$ cat src/rtl/cycle_sequencer.sv
// cycle_sequencer: four-phase instruction cycle controller (FETCH, DECODE,
// EXECUTE, STORE) with an instruction register, a retired-instruction
// counter and a memory-wait watchdog that latches a sticky fault.
//
// Ports:
//   clock              system clock, rising-edge active
//   reset              synchronous active-high reset
//   run                allows leaving FETCH
//   instruction_in     16-bit ROM instruction word
//   instruction_valid  instruction_in is valid
//   instruction_enable fetch request
//   read_enable        RAM load pending (sampled in EXECUTE)
//   write_enable       RAM store pending (sampled in EXECUTE)
//   mem_ready          RAM load data valid / store accepted
//   state              current cycle state
//   opcode, x, y, z    instruction register nibbles [15:12] .. [3:0]
//   retired            completed-instruction count (wraps at 2^16)
//   fault              sticky memory-timeout flag
//   halted             registered: FETCH and (run low or fault set)

module cycle_sequencer #(
    parameter logic [7:0] WAIT_LIMIT = 8'd16
) (
    input  logic        clock,
    input  logic        reset,
    input  logic        run,
    input  logic [15:0] instruction_in,
    input  logic        instruction_valid,
    input  logic        instruction_enable,
    input  logic        read_enable,
    input  logic        write_enable,
    input  logic        mem_ready,
    output logic [1:0]  state,
    output logic [3:0]  opcode,
    output logic [3:0]  x,
    output logic [3:0]  y,
    output logic [3:0]  z,
    output logic [15:0] retired,
    output logic        fault,
    output logic        halted
);

    // state   | meaning
    // FETCH   | wait for run + valid fetch request, capture instruction
    // DECODE  | one-cycle decode slot
    // EXECUTE | execute; holds while a memory access waits for mem_ready
    // STORE   | write-back; retires the instruction

    typedef enum logic [1:0] {
        FETCH   = 2'b00,
        DECODE  = 2'b01,
        EXECUTE = 2'b10,
        STORE   = 2'b11
    } cycle_state_t;

    cycle_state_t cur_state;
    logic [15:0]  instr_reg;
    logic [7:0]   wait_cnt;
    logic         access_pending;

    assign access_pending = read_enable | write_enable;

    assign state  = cur_state;
    assign opcode = instr_reg[15:12];
    assign x      = instr_reg[11:8];
    assign y      = instr_reg[7:4];
    assign z      = instr_reg[3:0];

    // halted is computed from the next state so it stays a pure register
    // output rather than a decode of the live run input.
    always_ff @(posedge clock) begin
        if (reset) begin
            cur_state <= FETCH;
            instr_reg <= 16'h0000;
            retired   <= 16'h0000;
            fault     <= 1'b0;
            wait_cnt  <= 8'd0;
            halted    <= ~run;
        end else begin
            case (cur_state)
                FETCH: begin
                    if (run && instruction_enable && instruction_valid && !fault) begin
                        cur_state <= DECODE;
                        instr_reg <= instruction_in;
                        halted    <= 1'b0;
                    end else begin
                        halted    <= ~run | fault;
                    end
                end
                DECODE: begin
                    cur_state <= EXECUTE;
                    wait_cnt  <= 8'd0;
                    halted    <= 1'b0;
                end
                EXECUTE: begin
                    halted <= 1'b0;
                    if (!access_pending || mem_ready) begin
                        // mem_ready beats the watchdog on the limit cycle
                        cur_state <= STORE;
                    end else if (WAIT_LIMIT != 8'd0 && wait_cnt == WAIT_LIMIT) begin
                        cur_state <= FETCH;
                        fault     <= 1'b1;
                        halted    <= 1'b1;
                    end else if (wait_cnt != 8'hFF) begin
                        // saturate so a disabled watchdog never wraps
                        wait_cnt <= wait_cnt + 8'd1;
                    end
                end
                STORE: begin
                    cur_state <= FETCH;
                    retired   <= retired + 16'd1;
                    halted    <= ~run | fault;
                end
                default: begin
                    cur_state <= FETCH;
                end
            endcase
        end
    end

endmodule

$ cat config.mk
export PLATFORM = sky130hd
export DESIGN_NAME = cycle_sequencer
export DESIGN_NICKNAME = d
export VERILOG_FILES = /design/src/rtl/cycle_sequencer.sv
export SDC_FILE = /design/constraint.sdc
export NUM_CORES = 1
export LEC_CHECK = 0
export CAP_MARGIN = 0
export CORE_MARGIN = 2
export CORE_UTILIZATION = 46
export CTS_CLUSTER_DIAMETER = 50
export DETAILED_ROUTE_END_ITERATION = 8
export PLACE_DENSITY_LB_ADDON = 0.2
export RECOVER_POWER = 50
export SLEW_MARGIN = 20
export SYNTH_ARGS = -nofsm -noshare
export SYNTH_HDL_FRONTEND = slang
export SYNTH_SLANG_ARGS = --single-unit
$ cat constraint.sdc
create_clock -name clock -period 2.4 [get_ports clock]
set_input_delay 0.48 -clock clock [delete_from_list [all_inputs] [get_ports clock]]
set_output_delay 0.48 -clock clock [all_outputs]
set_load 0.02 [all_outputs]
==> results.cfg <==
[power_and_ir_drop]
powerDensity_nw_per_um2 = 509.2
intPower_mw = 1.023
power_frac_comb_pct = 11.2
vdd_drop_max_v = 0.0004574
pwr-share-clk_pct = 32.3
switching_power_mw = 0.3141
switching_share_pct = 23.48
p_seq_share_pct = 56.5
p_leak_nw = 1.066

[setup_path]
end_kind = flop
reg2reg_from = wait_cnt[0]
crit_arrival_ps = 2280
cp.required_ps = 2600
cp_num_buf_inv = 1
start_kind = flop
cp-startpoint = wait_cnt[0]
crit_path_max_fanout = 8
critical_path.max_stage_delay_ps = 490
worstPathCellList = inv_1 > ha_1 > nor4b_1 > a311oi_2 > and2_1 > a21o_1 > a311oi_1
critPathSlowestCell = nor4b_1
critPathTopFamily = simple AND/OR/NAND/NOR gates
worst-setup-path-type = flop to flop

[place]
dp_cells = 317
place.gp.congestion = 0.8230
port_buffers = 59
dp_hpwl_microns = 2942

[yosys]
yosys_warnings = 0
ys_seq_elements = 44
synth.distinct_cells = 39
synth_area_sq_um = 1934
synthesis.nets = 243
synth_edf_count = 0
yosysMostFrequentCell = dfxtp_1
async_reset_ff_share_pct = 0
syn_inst = 216
seq_area_frac_synth_pct = 45.54
synth_top_cell_by_area = dfxtp_1
synth.area.top_cells = dfxtp_1 46%, mux2i_1 8.8%, nor2_1 6.4%
synth_top_area_share_pct = 45.54
synth_commonest_cells = 44 x dfxtp_1, 33 x nor2_1, 17 x mux2i_1, 16 x nand2_1, 12 x a21oi_1
syn_avg_cell_area_sq_um = 8.955
ys.flop_type = dfxtp_1

[global_routing]
grt_util_all_layers_pct = 19.70
antenna_found_initial = 0
grt_pass1_wl_microns = 6955
grt_overflow_total = 0
first_global_vias = 1569
grt_max_degree = 46

[sta]
rsz0062_at_grt = no
finalCritPeriodShare_pct = 86.34
setup_viol = 0
fin_tns_setup_ps = 0
fmax_mhz = 482.6
worst_pin_slew_ps = 584.3
slew_viol_final = 0
skew_ps = 6.241
final-hold-violation-count = 0
slew_headroom_pct = 60.50
period_needed_ps = 2072

[drt]
drt-pass1-iter-count = 4
drc = 0
drt_iter0_drc = 218
vias = 1680
route.detailed.wl_per_inst_microns = 12.81
vias_per_cell = 5.185
wl_microns = 4149
antenna_left = 0

[die]
start_util_pct = 48.01
core_area_sq_um = 4029
num_rows = 23
dieWidth_microns = 68.85
ios = 60
die_y_microns = 68.85
die_area_sq_um = 4740

[hold_path]
worstHoldStart = instr_reg[8]
min_path_type = flop to flop

[clock_network]
cts_resized = 0
cts_setup_buffers = 0
numCtsBuffers = 5
cts_tree = yes
htreeDepth = 2
clock_sinks = 44
clock_path_buffers = 2
path_clk_slew_ps = 70
cts_hold_repair.buffers = 0
root_buffer = clkbuf_8
worstSkewPairLatency_ps = 290

[run]
drv_cap = 0

[final_layout]
num-fill-cells = 341
drive_gt1_share_pct = 4.380
num_antenna_cells = 0
final_cells = 324
layout.nets = 301
area_growth_pct = 35.77

[run_status]
status = complete, no violations
-- worst reg2reg max path, delay by kind of cell (launching register included) --
| family | cells | cell delay [ps] |
|---|---|---|
| compound gates | 3 | 660 |
| fa+ha+maj | 1 | 130 |
| buf+inv | 1 | 90 |
| flops | 1 | 350 |
| simple gates | 2 | 760 |
-- stage by stage --
step / setup slack, ps / hold slack (ps) / instance area, sq um / power, mW / util, %
final: 327.7 / 494.0 / 2626 / 1.337 / 65.19
after global routing: 254.9 / 526.2 / 2626 / 1.389 / 65.19
after CTS: 425.9 / 510.6 / 2644 / 1.359 / 65.62
after detailed placement: 207.3 / 492.4 / 2566 / 0.9288 / 63.70
after global placement: 291.3 / 473.4 / 2566 / 0.9271 / 63.70
after floorplan: 729.7 / 464.6 / 1934 / 0.8499 / -
-- power by group through the flow --
stage	sequential [mW]	clock, mW	combinational (mW)
after floorplan	0.786	0	0.0636
after global placement	0.773	0	0.154
after detailed placement	0.773	0	0.155
after CTS	0.756	0.447	0.156
after global routing	0.758	0.468	0.163
final	0.756	0.431	0.150
-- final cells by class --
type | instances | area [sq um] | share of cell area, %
multi-input combinational | 153 | 952.2 | 36.26
sequential | 44 | 880.8 | 33.54
timing repair buffer | 62 | 623.1 | 23.73
clock buffer | 6 | 72.57 | 2.763
tap | 50 | 62.56 | 2.382
inverter | 8 | 30.03 | 1.143
clock inverter | 1 | 5.005 | 0.1906
-- logic make-up after synthesis --
kind of cell,share of synthesized area (%)
AO/OA/AOI/OAI,12.23
AND/OR/NAND/NOR,22.06
adder cells (fa/ha/maj),1.941
XOR/XNOR,4.981
flip-flops,45.54
multiplexers,8.797
buffers and inverters,4.463
-- path summary, 6_finish.rpt --
kind / to / slack (ps) / cells past startpoint
setup / recovery: wait_cnt[4] / 330 / 7
hold / removal: instr_reg[8] / 490 / 2
setup reg to reg: wait_cnt[4] / 330 / 7
hold reg to reg: instr_reg[8] / 490 / 2
-- layer usage --
layer	part of all wire (%)	global-route usage, %	wire (microns)	up-vias
met5	0	0	0	-
li1	-	-	-	863
met3	8.5	7.468	354	5
met4	1.3	8.578	56	0
met1	46	25.68	1905	760
met2	44	28.97	1833	52
-- layout by cell type, fill, tap and decap left out, types with 2 or more instances in the layout --
cell	count
a21oi_1	12
clkdlybuf4s50_1	46
nor2_1	33
mux2i_1	17
a311oi_1	3
nand2b_1	3
inv_1	8
or3_1	4
and3_1	3
nand4_1	5
nand2_1	16
dfxtp_1	44
xor2_1	3
a21o_1	3
dlygate4sd3_1	13
nor3_1	5
and2_1	2
nor2b_1	2
xnor2_1	8
o21ai_0	6
nand3_1	8
o2bb2ai_1	2
clkbuf_8	5
ha_1	3
nand3b_1	2
Power figures use the tool's default switching activity.
